[src/rtl/serial_mag_compare.sv]
`default_nettype none
// ============================================================================
//  Module   : serial_mag_compare
//  Purpose  : Multi-cycle unsigned magnitude comparator. Operands are walked
//             two bits per cycle, most significant slice first, through a
//             single shared 2-bit comparator slice. The walk stops on the
//             first unequal slice. A start/done handshake sequences it.
//  Ports    : clk   - rising-edge clock
//             rst   - asynchronous, active-high reset
//             start - compare request, sampled only while idle
//             a, b  - WIDTH-bit operands, latched when start is accepted
//             busy  - high while a compare is in progress (COMPARE or DONE)
//             done  - one-cycle pulse, results valid
//             LT/EQ/GrT - registered result (A<B / A==B / A>B), held until
//                     the next done
//  Revision : 1.0 - initial release
// ============================================================================
module serial_mag_compare #(
  parameter int WIDTH = 8  // must be even and >= 2
) (
  input  logic             clk,
  input  logic             rst,
  input  logic             start,
  input  logic [WIDTH-1:0] a,
  input  logic [WIDTH-1:0] b,
  output logic             busy,
  output logic             done,
  output logic             LT,
  output logic             EQ,
  output logic             GrT
);

  localparam int NSLICE = WIDTH / 2;
  localparam int IDXW   = (NSLICE > 1) ? $clog2(NSLICE) : 1;
  localparam logic [IDXW-1:0] IDX_TOP = IDXW'(NSLICE - 1);

  localparam logic [1:0] S_IDLE    = 2'd0;
  localparam logic [1:0] S_COMPARE = 2'd1;
  localparam logic [1:0] S_DONE    = 2'd2;

  logic [1:0]       state_q, state_d;
  logic [IDXW-1:0]  idx_q,   idx_d;
  logic [WIDTH-1:0] a_q,     a_d;
  logic [WIDTH-1:0] b_q,     b_d;
  logic             lt_q,    lt_d;
  logic             eq_q,    eq_d;
  logic             gt_q,    gt_d;

  // Operand registers viewed as arrays of 2-bit slices so the shared
  // comparator can pick its slice with a plain array index.
  logic [1:0] a_slice [NSLICE];
  logic [1:0] b_slice [NSLICE];

  for (genvar gi = 0; gi < NSLICE; gi++) begin : g_slice
    assign a_slice[gi] = a_q[2*gi +: 2];
    assign b_slice[gi] = b_q[2*gi +: 2];
  end

  // The one shared 2-bit comparator slice.
  logic [1:0] sa, sb;
  logic       slice_lt, slice_gt;

  assign sa       = a_slice[idx_q];
  assign sb       = b_slice[idx_q];
  assign slice_lt = (sa < sb);
  assign slice_gt = (sa > sb);

  always_comb begin
    state_d = state_q;
    idx_d   = idx_q;
    a_d     = a_q;
    b_d     = b_q;
    lt_d    = lt_q;
    eq_d    = eq_q;
    gt_d    = gt_q;

    case (state_q)
      S_IDLE: begin
        if (start) begin
          a_d     = a;
          b_d     = b;
          idx_d   = IDX_TOP;
          state_d = S_COMPARE;
        end
      end

      S_COMPARE: begin
        if (slice_lt || slice_gt) begin
          // First unequal slice decides the whole compare.
          lt_d    = slice_lt;
          gt_d    = slice_gt;
          eq_d    = 1'b0;
          state_d = S_DONE;
        end else if (idx_q == '0) begin
          // Every slice matched, down to the least significant one.
          lt_d    = 1'b0;
          gt_d    = 1'b0;
          eq_d    = 1'b1;
          state_d = S_DONE;
        end else begin
          idx_d = idx_q - IDXW'(1);
        end
      end

      S_DONE: begin
        // start is deliberately ignored here; it is seen again next cycle.
        state_d = S_IDLE;
      end

      default: begin
        state_d = S_IDLE;
      end
    endcase
  end

  always_ff @(posedge clk or posedge rst) begin
    if (rst) begin
      state_q <= S_IDLE;
      idx_q   <= IDX_TOP;
      a_q     <= '0;
      b_q     <= '0;
      lt_q    <= 1'b0;
      eq_q    <= 1'b0;
      gt_q    <= 1'b0;
    end else begin
      state_q <= state_d;
      idx_q   <= idx_d;
      a_q     <= a_d;
      b_q     <= b_d;
      lt_q    <= lt_d;
      eq_q    <= eq_d;
      gt_q    <= gt_d;
    end
  end

  assign busy = (state_q != S_IDLE);
  assign done = (state_q == S_DONE);
  assign LT   = lt_q;
  assign EQ   = eq_q;
  assign GrT  = gt_q;

endmodule
`default_nettype wire
[config.mk]
export PLATFORM = sky130hd
export DESIGN_NAME = serial_mag_compare
export DESIGN_NICKNAME = d
export VERILOG_FILES = /design/src/rtl/serial_mag_compare.sv
export SDC_FILE = /design/constraint.sdc
export NUM_CORES = 1
export LEC_CHECK = 0
export BUFFER_PORTS_ARGS = -buffer_cell sky130_fd_sc_hd__buf_2
export CORE_MARGIN = 2
export CORE_UTILIZATION = 35
export CTS_CLUSTER_DIAMETER = 120
export DETAILED_ROUTE_END_ITERATION = 7
export PLACE_DENSITY_LB_ADDON = 0.3
export REMOVE_ABC_BUFFERS = 1
export SLEW_MARGIN = 5
export SYNTH_ARGS = -nofsm -noshare
export SYNTH_HDL_FRONTEND = slang
export SYNTH_SLANG_ARGS = --single-unit
[constraint.sdc]
create_clock -name clk -period 2.2 [get_ports clk]
set_input_delay 0.11 -clock clk [delete_from_list [all_inputs] [get_ports clk]]
set_output_delay 0.11 -clock clk [all_outputs]
set_load 0.05 [all_outputs]
==> impl_metrics.env <==
export IMPL_status="complete, no violations"
export IMPL_r2r_start="idx_q[0]$_DFFE_PP1P_"
export IMPL_core_area_um2=3050
export IMPL_grt_max_degree=24
export IMPL_io_buffer_count=23
export IMPL_slew_viol_final=0
export IMPL_gp_congestion=0.774
export IMPL_power_frac_comb_pct=51.8
export IMPL_p_clk_share_pct=9.8
export IMPL_cts_buffer_depth=2
export IMPL_syn_area_um2=1120
export IMPL_wire_per_inst_um=13.0
export IMPL_grt_pass1_wl_um=3450
export IMPL_route_met2_wl_um=1040
export IMPL_vias_per_cell=4.81
export IMPL_criticalPathCategory="reg -> reg"
export IMPL_r2r_end="LT$_DFFE_PP0P_"
export IMPL_p_sw_uw=796
export IMPL_drt_iter0_drc=10
export IMPL_setup_tns_ps=0
export IMPL_finalSetupViolCount=0
export IMPL_rr_worst_depth=5
export IMPL_vias=746
export IMPL_synthMuxAreaShare_pct=24.2
export IMPL_cts_tree="yes"
export IMPL_die_w_um=60.5
export IMPL_drive_gt1_share_pct=49.5
export IMPL_hold_path_class="in -> reg"
export IMPL_synth_top_family_by_area="multiplexers"
export IMPL_ys_types=22
export IMPL_avgSynthCellArea_um2=13.4
export IMPL_grt_usage_pct=12.5
export IMPL_critPathArrivalTime_ps=2310
export IMPL_yosysWarnings=0
export IMPL_io_pin_count=24
export IMPL_p_leak_uw=0.000612
export IMPL_ys_seq_area_share_pct=51.8
export IMPL_tightest_slew_ps=853
export IMPL_power_density_nw_per_um2=1480
export IMPL_n_antenna_cell=0
export IMPL_fin_cells=155
export IMPL_crit_start="idx_q[0]$_DFFE_PP1P_"
export IMPL_p_seq_share_pct=38.4
export IMPL_synthAdderAreaFrac_pct=3.36
export IMPL_placed_cells=149
export IMPL_synth_compound_area_share_pct=6.95
export IMPL_synthToLayoutAreaGrowth_pct=19.3
export IMPL_top_layer="met4"
export IMPL_htree_levels=1
export IMPL_worst_ir_drop_vdd_uv=501
export IMPL_dr_wl_met3_um=81
export IMPL_finalInstanceArea_um2=1330
export IMPL_required_ps=2400
export IMPL_power_uw=1980
export IMPL_end_kind="register"
export IMPL_num_rows=20
export IMPL_grt_ovfl_total=0
export IMPL_cts_root_buf="clkbuf_4"
export IMPL_drc=0
export IMPL_reg2reg_slack_ps=100
export IMPL_period_needed_ps=2100
export IMPL_fin_skew_ps=12.9
export IMPL_fmax_ghz=0.475
export IMPL_synth_xor_area_share_pct=0
export IMPL_swShare_pct=40.3
export IMPL_synthSimpleGateAreaFrac_pct=9.19
export IMPL_placed_area_um2=1270
export IMPL_cp_endpoint="LT$_DFFE_PP0P_"
export IMPL_synth_cells=83
export IMPL_critPathLaunchType="register"
export IMPL_grt_pass1_vias=815
export IMPL_maxCapViolations=0
export IMPL_numClockSinks=23
export IMPL_routed_wl_um=2020
export IMPL_synth_seq_cells=23
export IMPL_relSlewSlack_pct=43.1
export IMPL_num_nets_final=134
export IMPL_initial_core_util_pct=36.6
export IMPL_m1WireLength_um=880
export IMPL_clkSlewWorstSetupHoldPaths_ps=130
export IMPL_insertion_delay_ps=310
export IMPL_die_height_um=60.5
export IMPL_cp_max_fo=5
export IMPL_dp_hpwl_um=1490
export IMPL_hold_violations=0
export IMPL_p_int_uw=1180
export IMPL_fin_crit_sh_pct=95.6
export IMPL_antenna_left=0
export IMPL_die_area_um2=3660
export IMPL_cts_buffers=3
export IMPL_grt_antenna_before_repair=0
export IMPL_drt_pass1_iter_count=4
## placed cells by master, fill, tap and decap left out, types with 2 or more instances in the layout
cell / instances
a21oi_1: 4
mux4_2: 4
ha_1: 3
inv_1: 8
buf_2: 23
nor2b_1: 3
buf_4: 2
a211oi_1: 4
mux2_2: 16
nand2b_1: 4
dfstp_2: 2
dfrtp_1: 21
clkbuf_4: 3
nand2_1: 2
## Yosys cell counts
master	count	area, um^2
a211oi_1	4	30.0
a21oi_1	4	20.0
a31oi_1	1	6.26
and2_1	1	6.26
and2b_1	1	7.51
buf_2	1	5.00
buf_8	1	15.0
dfrtp_1	21	526
dfstp_2	2	52.6
ha_1	3	37.5
inv_1	8	30.0
mux2_2	16	180
mux4_2	4	90.1
nand2_1	2	7.51
nand2b_1	4	25.0
nor2b_1	3	18.8
nor3b_4	1	18.8
nor4_1	2	12.5
o211ai_1	1	7.51
o21ai_0	1	5.00
o32ai_1	1	8.76
or2_2	1	6.26
## sequential cells by signal (all words and copies together) (netlist names)
| signal | cells |
|---|---|
| EQ | 1 |
| LT | 1 |
| idx_q | 2 |
| GrT | 1 |
| state_q | 2 |
| b_q | 8 |
| a_q | 8 |
## timing repair
action | in CTS | in global routing
setup endpoints to repair | 1 | 3
resized for setup | 0 | 3
buffers inserted | 1 | 0
gates cloned | 0 | 0
hold endpoints to repair | 21 | 0
hold buffers | 1 | 0
pin swaps | 0 | 1
## cell type report
class / instances / area, um^2
fill: 320 / 1720
multi-input combinational: 50 / 502
inverter: 8 / 30.0
tap: 44 / 55.1
timing repair buffer: 26 / 140
sequential: 23 / 578
clock buffer: 4 / 26.3
## power groups by stage
stage,Combinational [uW],Sequential [uW],Clock (uW)
3_5_place_dp,978,778,0
2_1_floorplan,728,800,0
3_3_place_gp,941,775,0
4_1_cts,993,767,199
6_report,1020,759,193
5_1_grt,1150,794,221
## stage by stage
step / utilization (%) / hold WS, ps / setup slack [ps]
floorplan: - / 110 / 152
global placement: 41.7 / 311 / 83.8
detailed placement: 41.7 / 331 / -6.66
CTS: 43.2 / 19.6 / 8.60
global route: 43.6 / 8.72 / -8.05
finish: 43.6 / 17.8 / 96.6
## worst max-delay path: stages, from the launching register on
cell      delay, ps
dfstp_2         640
mux4_2          520
ha_1            250
nand2b_1        210
a31oi_2         250
o32ai_1         120
## worst min path at each step
stage / to / start / cells after the start / slack [ps]
after floorplan: EQ$_DFFE_PP0P_ / rst / 1 / 110
after global placement: a_q[1]$_DFFE_PP0P_ / rst / 2 / 310
after detailed placement: GrT$_DFFE_PP0P_ / rst / 2 / 330
after CTS: b_q[5]$_DFFE_PP0P_ / b[5] / 2 / 20
after global routing: b_q[5]$_DFFE_PP0P_ / b[5] / 2 / 9
final: b_q[0]$_DFFE_PP0P_ / b[0] / 2 / 20
## metal layers
layer	up-vias	global-route usage, %
met4	0	4.66
met1	370	15.2
met3	2	2.35
met2	19	22.0
li1	355	-
met5	-	0
## cell families (layout without fill, tap and decap cells)
kind of cell / after synthesis / in the layout
buffers and inverters: 10 / 38
AND/OR/NAND/NOR: 15 / 15
adder cells (fa/ha/maj): 3 / 3
multiplexers: 20 / 20
AO/OA/AOI/OAI: 12 / 12
flip-flops: 23 / 23
Note: power is estimated with default switching activity, not from simulation.
